**src/rtl/nb_pkg.sv**
```systemverilog
// Shared definitions for the Naive Bayes score-compare stage.
package nb_pkg;

    localparam int ACC_W_DEF   = 36;
    localparam int PRIOR_W_DEF = 20;

    typedef enum logic [2:0] {
        ST_IDLE   = 3'd0,
        ST_CLR_H  = 3'd1,
        ST_HAM    = 3'd2,
        ST_CLR_S  = 3'd3,
        ST_SPAM   = 3'd4,
        ST_DECIDE = 3'd5
    } nb_state_e;

endpackage

```
**src/rtl/nb_beat_counter.sv**
```systemverilog
// Per-pass beat counter: clear, increment on valid, flag on the final beat of a pass.
module nb_beat_counter #(
    parameter int N_TERMS = 16,
    parameter int CW      = $clog2(N_TERMS + 1)
) (
    input  logic          clk,
    input  logic          reset,
    input  logic          clr,
    input  logic          inc,
    output logic [CW-1:0] cnt,
    output logic          last
);

    logic [CW-1:0] cnt_q;
    logic [CW-1:0] cnt_d;

    always_comb begin
        cnt_d = cnt_q;
        if (clr) begin
            cnt_d = '0;
        end else if (inc) begin
            cnt_d = cnt_q + CW'(1);
        end
    end

    always_ff @(posedge clk) begin
        if (!reset) begin
            cnt_q <= '0;
        end else begin
            cnt_q <= cnt_d;
        end
    end

    // Asserted combinationally with the beat that completes the pass.
    assign last = inc && (cnt_q == CW'(N_TERMS - 1));
    assign cnt  = cnt_q;

endmodule

```
**src/rtl/nb_score_compare.sv**
```systemverilog
// Ham/spam decision stage: runs two MAC passes, adds log priors, reports the class.
// Optional watchdog abort is built when NB_TIMEOUT_EN is defined.
import nb_pkg::*;

module nb_score_compare #(
    parameter int ACC_W   = ACC_W_DEF,
    parameter int PRIOR_W = PRIOR_W_DEF,
    parameter int N_TERMS = 16,
    parameter int TIMEOUT = 255
) (
    input  logic                              clk,
    input  logic                              reset,
    input  logic                              start,
    input  logic signed [ACC_W-1:0]           acc_in,
    input  logic                              acc_valid,
    input  logic signed [PRIOR_W-1:0]         prior_ham,
    input  logic signed [PRIOR_W-1:0]         prior_spam,
    output logic                              mac_clear,
    output logic                              busy,
    output logic                              done,
    output logic                              is_spam,
    output logic signed [ACC_W+1:0]           margin,
    output logic [$clog2(N_TERMS+1)-1:0]      term_cnt,
    output logic                              err
);

    // state     | meaning
    // IDLE      | waiting for start
    // CLR_H     | one-cycle MAC clear before the ham pass
    // HAM       | counting ham beats, latch score on the last one
    // CLR_S     | one-cycle MAC clear before the spam pass
    // SPAM      | counting spam beats, latch score on the last one
    // DECIDE    | add priors, compare totals, register result

    localparam int CW = $clog2(N_TERMS + 1);
    localparam int MW = ACC_W + 2;

    nb_state_e               state_q, state_d;
    logic signed [ACC_W-1:0] ham_q, ham_d;
    logic signed [ACC_W-1:0] spam_q, spam_d;
    logic signed [MW-1:0]    margin_q, margin_d;
    logic                    is_spam_q, is_spam_d;
    logic                    done_q, done_d;

    logic                    in_pass;
    logic                    cnt_clr;
    logic                    cnt_last;
    logic                    wd_expire;
    logic signed [MW-1:0]    ham_total;
    logic signed [MW-1:0]    spam_total;
    logic signed [MW-1:0]    margin_sum;

    assign in_pass = (state_q == ST_HAM) || (state_q == ST_SPAM);
    assign cnt_clr = (state_d == ST_CLR_H) || (state_d == ST_CLR_S);

    nb_beat_counter #(
        .N_TERMS (N_TERMS),
        .CW      (CW)
    ) u_beat_counter (
        .clk   (clk),
        .reset (reset),
        .clr   (cnt_clr),
        .inc   (in_pass && acc_valid),
        .cnt   (term_cnt),
        .last  (cnt_last)
    );

    // Two guard bits make the sum and difference exact for any operand values.
    assign ham_total  = {{2{ham_q[ACC_W-1]}}, ham_q}
                      + {{(MW-PRIOR_W){prior_ham[PRIOR_W-1]}}, prior_ham};
    assign spam_total = {{2{spam_q[ACC_W-1]}}, spam_q}
                      + {{(MW-PRIOR_W){prior_spam[PRIOR_W-1]}}, prior_spam};
    assign margin_sum = spam_total - ham_total;

    always_comb begin
        state_d   = state_q;
        ham_d     = ham_q;
        spam_d    = spam_q;
        margin_d  = margin_q;
        is_spam_d = is_spam_q;
        done_d    = 1'b0;
        case (state_q)
            ST_IDLE: begin
                if (start) begin
                    state_d = ST_CLR_H;
                end
            end
            ST_CLR_H: state_d = ST_HAM;
            ST_HAM: begin
                if (cnt_last) begin
                    ham_d   = acc_in;
                    state_d = ST_CLR_S;
                end
            end
            ST_CLR_S: state_d = ST_SPAM;
            ST_SPAM: begin
                if (cnt_last) begin
                    spam_d  = acc_in;
                    state_d = ST_DECIDE;
                end
            end
            ST_DECIDE: begin
                margin_d  = margin_sum;
                is_spam_d = !margin_sum[MW-1] && (margin_sum != '0);
                done_d    = 1'b1;
                state_d   = ST_IDLE;
            end
            default: state_d = ST_IDLE;
        endcase
        if (wd_expire) begin
            state_d = ST_IDLE;
        end
    end

    always_ff @(posedge clk) begin
        if (!reset) begin
            state_q   <= ST_IDLE;
            ham_q     <= '0;
            spam_q    <= '0;
            margin_q  <= '0;
            is_spam_q <= 1'b0;
            done_q    <= 1'b0;
        end else begin
            state_q   <= state_d;
            ham_q     <= ham_d;
            spam_q    <= spam_d;
            margin_q  <= margin_d;
            is_spam_q <= is_spam_d;
            done_q    <= done_d;
        end
    end

`ifdef NB_TIMEOUT_EN
    localparam int WW = $clog2(TIMEOUT + 1);

    logic [WW-1:0] wd_q, wd_d;
    logic          err_q;

    // Counts consecutive idle cycles inside a pass; any beat restarts it.
    always_comb begin
        wd_d      = '0;
        wd_expire = 1'b0;
        if (in_pass && !acc_valid) begin
            if (wd_q == WW'(TIMEOUT - 1)) begin
                wd_expire = 1'b1;
            end else begin
                wd_d = wd_q + WW'(1);
            end
        end
    end

    always_ff @(posedge clk) begin
        if (!reset) begin
            wd_q  <= '0;
            err_q <= 1'b0;
        end else begin
            wd_q  <= wd_d;
            err_q <= wd_expire;
        end
    end

    assign err = err_q;
`else
    assign wd_expire = 1'b0;
    assign err       = 1'b0;
`endif

    assign mac_clear = (state_q == ST_CLR_H) || (state_q == ST_CLR_S);
    assign busy      = (state_q != ST_IDLE);
    assign done      = done_q;
    assign is_spam   = is_spam_q;
    assign margin    = margin_q;

endmodule

```
**config.mk**
```make
export PLATFORM = sky130hd
export DESIGN_NAME = nb_score_compare
export DESIGN_NICKNAME = d
export VERILOG_FILES = /design/src/rtl/nb_pkg.sv /design/src/rtl/nb_beat_counter.sv /design/src/rtl/nb_score_compare.sv
export SDC_FILE = /design/constraint.sdc
export NUM_CORES = 1
export LEC_CHECK = 0
export ABC_CLOCK_PERIOD_IN_PS = 4400
export CAP_MARGIN = 20
export CELL_PAD_IN_SITES_DETAIL_PLACEMENT = 0
export CELL_PAD_IN_SITES_GLOBAL_PLACEMENT = 1
export CORE_UTILIZATION = 25
export DETAILED_ROUTE_END_ITERATION = 10
export GPL_TIMING_DRIVEN = 0
export MAX_ROUTING_LAYER = met4
export PLACE_DENSITY_LB_ADDON = 0.08
export SYNTH_ARGS = -nofsm -noshare
export SYNTH_HDL_FRONTEND = slang
export SYNTH_HIERARCHICAL = 1
export SYNTH_SLANG_ARGS = --single-unit
```
**constraint.sdc**
```tcl
create_clock -name clk -period 4.4 [get_ports clk]
set_clock_uncertainty 0.05 [all_clocks]
set_input_delay 0.44 -clock clk [delete_from_list [all_inputs] [get_ports clk]]
set_output_delay 0.44 -clock clk [all_outputs]
set_load 0.1 [all_outputs]
```
==> flow_summary.ini <==
[synthesis]
synth_top_area_cell = dfxtp_1
ys.flop_type = dfxtp_1
yosysMostFrequentCell = nand2_1
synth_fp_nets = 1286
syn-instance-count = 1093
synth_area_per_cell_sq_um = 8.01
synth_commonest_cells = nand2_1, a21oi_1, inv_1
netlist-cell-type-count = 76
synth_edf_count = 0
synthArstFlopShare = 0
ys.warnings.count = 6
ys_seq_area_frac = 0.274
synth-seq-cells = 120
synth_top_area_frac = 0.274
syn_area_sq_um = 8760
synthTopCellsByArea = dfxtp_1, fa_1, nand2_1, a21oi_1, inv_1

[global_route]
grt_pass1_wl_microns = 46500
grt_pass1_vias = 8133
grt_max_degree = 17
track_usage = 0.176
antenna_found_initial = 0
overflow = 0

[critical_path]
required_ps = 4690
crit_path_end_kind = flip-flop
reg2reg_to = is_spam$_SDFFE_PN0P_
rr_startpoint = ham_q[0]$_SDFFE_PN0P_
rr_worst_depth = 17
worstSetupPathType = input port to flip-flop
cp-start-kind = input port
cp_max_fo = 4
arrival_ps = 4890
r2r_setup_slack_ps = -200

[hold_path]
worstHoldPathType = flip-flop to flip-flop
min_from = spam_q[3]$_SDFFE_PN0P_
hold_path_end = spam_q[3]$_SDFFE_PN0P_
hold_depth = 2

[clock_tree]
clockBufferDepth = 2
cts_made_buffers = 17
clockRootBuffer = clkbuf_16
path_clk_slew_ps = 60
cts_tree = done
clock_sink_count = 120
clk_latency_ps = 440
h-tree-depth = 4
cts-hold-fix-buffers = 0

[placement]
gp_congestion = 0.847
dpl_cell_area_sq_um = 10700
dp_hpwl_microns = 23300
io_buffers = 126

[floorplan]
die_area_sq_um = 35800
rows = 68
die_width_microns = 189
initial_core_util = 0.254
coreArea_sq_um = 34500
ios = 128
fp.dieH_microns = 189

[finish]
drive_gt1_frac = 0.113
nets = 1447
fillerInstances = 3788
area_delta_synth_final_pct = 33.6
fin_area_sq_um = 11700
antenna_cells = 0

[power]
power.share.clock = 0.362
power_uw = 4250
intPower_uw = 2710
p_leak_uw = 0.00457
combinationalPowerShare = 0.381
ir_worst_vdd_v = 0.000281
netSwitchingFraction = 0.362
share_seq_of_total_power = 0.257
power.density_nw_per_um2 = 363
p_sw_uw = 1540

[job]
maxCapViolations = 0

[timing]
rsz0062_at_grt = true
tns_ps = -206
whs_ps = 403
fmax_mhz = 217
setup_viol = 1
hold_viol_final = 0
slew_violations = 0
slew_headroom = 0.316
fin_ws_ps = -206
period_needed_ps = 4610
worst_slew_pin_slew_ps = 1020
period_share = 1.05

[detailed_routing]
drt_iter0_drc = 397
antenna_left = 0
drc = 0
dr.pass1.iters = 4
wire_per_inst_microns = 16.8
drt-total-wl_microns = 29000
vias_per_cell = 4.54
vias = 7821

[outcome]
violations = setup timing
status = complete, but fails checks
-- power by group through the flow --
stage / Sequential (uW) / Clock, uW / Combinational [uW]
global route: 1090 / 1640 / 1810
floorplan: 1140 / 0 / 989
global placement: 1120 / 0 / 1480
detailed placement: 1120 / 0 / 1470
CTS: 1090 / 1590 / 1550
finish: 1090 / 1540 / 1620
-- flip-flops by register name (all words and copies together) (netlist names) --
name and cells:
spam_q 36, is_spam 1, margin 38, state_q 3, done 1, u_beat_counter/cnt 5
ham_q 36
-- cell type report --
cell class	count	area, sq um	share of cell area
Clock buffer	18	439	0.0375
Sequential cell	120	2400	0.205
Inverter	135	510	0.0436
Tap cell	455	569	0.0487
Buffer	51	235	0.0201
Multi-Input combinational cell	783	5920	0.506
Clock inverter	14	196	0.0168
Timing Repair Buffer	146	1420	0.122
-- cell usage in the layout, fill, tap and decap left out, drive strengths merged, types with 4 or more instances in the layout --
cell / netlist / routed
a211oi: 13 / 13
a21o: 16 / 16
a21oi: 146 / 146
a31o: 4 / 4
a31oi: 4 / 4
and2: 9 / 9
and3: 12 / 12
and4: 6 / 6
buf: 9 / 30
bufinv: 0 / 4
clkbuf: 45 / 61
clkdlybuf4s50: 0 / 121
clkinv: 0 / 5
clkinvlp: 0 / 4
dfxtp: 120 / 120
fa: 73 / 73
ha: 40 / 40
inv: 135 / 136
mux2i: 7 / 7
nand2: 212 / 212
nand3: 7 / 7
nand4: 12 / 12
nor2: 61 / 61
nor3: 12 / 12
nor3b: 5 / 5
o211ai: 6 / 6
o21a: 9 / 9
o21ai: 27 / 27
o32ai: 4 / 4
or3: 9 / 9
xnor2: 19 / 19
xor2: 10 / 10
-- worst max path at each step --
stage / startpoint / endpoint
6_report: prior_ham[4] / is_spam$_SDFFE_PN0P_
5_1_grt: prior_spam[18] / is_spam$_SDFFE_PN0P_
4_1_cts: ham_q[0]$_SDFFE_PN0P_ / is_spam$_SDFFE_PN0P_
3_5_place_dp: prior_spam[19] / is_spam$_SDFFE_PN0P_
3_3_place_gp: prior_spam[19] / is_spam$_SDFFE_PN0P_
2_1_floorplan: prior_ham[0] / is_spam$_SDFFE_PN0P_
-- worst max-delay path, cell delays in order --
cell	delay, ps
clkdlybuf4s50_1	430
fa_1	510
fa_1	510
inv_1	50
ha_1	290
buf_6	120
a21o_1	210
a311o_1	410
and3b_2	290
o211a_1	250
or2_4	310
o311ai_4	270
nand4_1	140
nor4_2	300
nand4_1	130
a31o_1	240
-- routing by layer --
metal | wire (microns) | vias up | track usage
met5 | 0 | - | -
met4 | 412 | 0 | 0.0456
met3 | 749 | 21 | 0.0311
met2 | 14200 | 110 | 0.299
met1 | 13600 | 3733 | 0.215
li1 | - | 3957 | -
-- logic make-up after synthesis --
logic type	share of synthesized area
AND/OR/NAND/NOR	0.186
AO/OA/AOI/OAI	0.192
buffers and inverters	0.0869
flip-flops	0.274
adder cells (fa/ha/maj)	0.224
XOR/XNOR	0.0290
multiplexers	0.00800
other	0.000428
-- metrics by stage --
step / utilization / setup WS [ps] / instances
after floorplan: - / 10.0 / 1093
after global placement: 0.308 / -1620 / 1674
after detailed placement: 0.309 / -1640 / 1676
after CTS: 0.333 / -279 / 1718
after global routing: 0.339 / -357 / 1722
final: 0.339 / -206 / 1722
-- what timing repair did --
item,4_1_cts,5_1_grt
cloned,0,0
hold endpoints to repair,0,0
gates resized for setup,33,42
pin swaps,20,14
endpoints found under the setup margin,17,10
buffers inserted,13,6
Power figures use the tool's default switching activity.
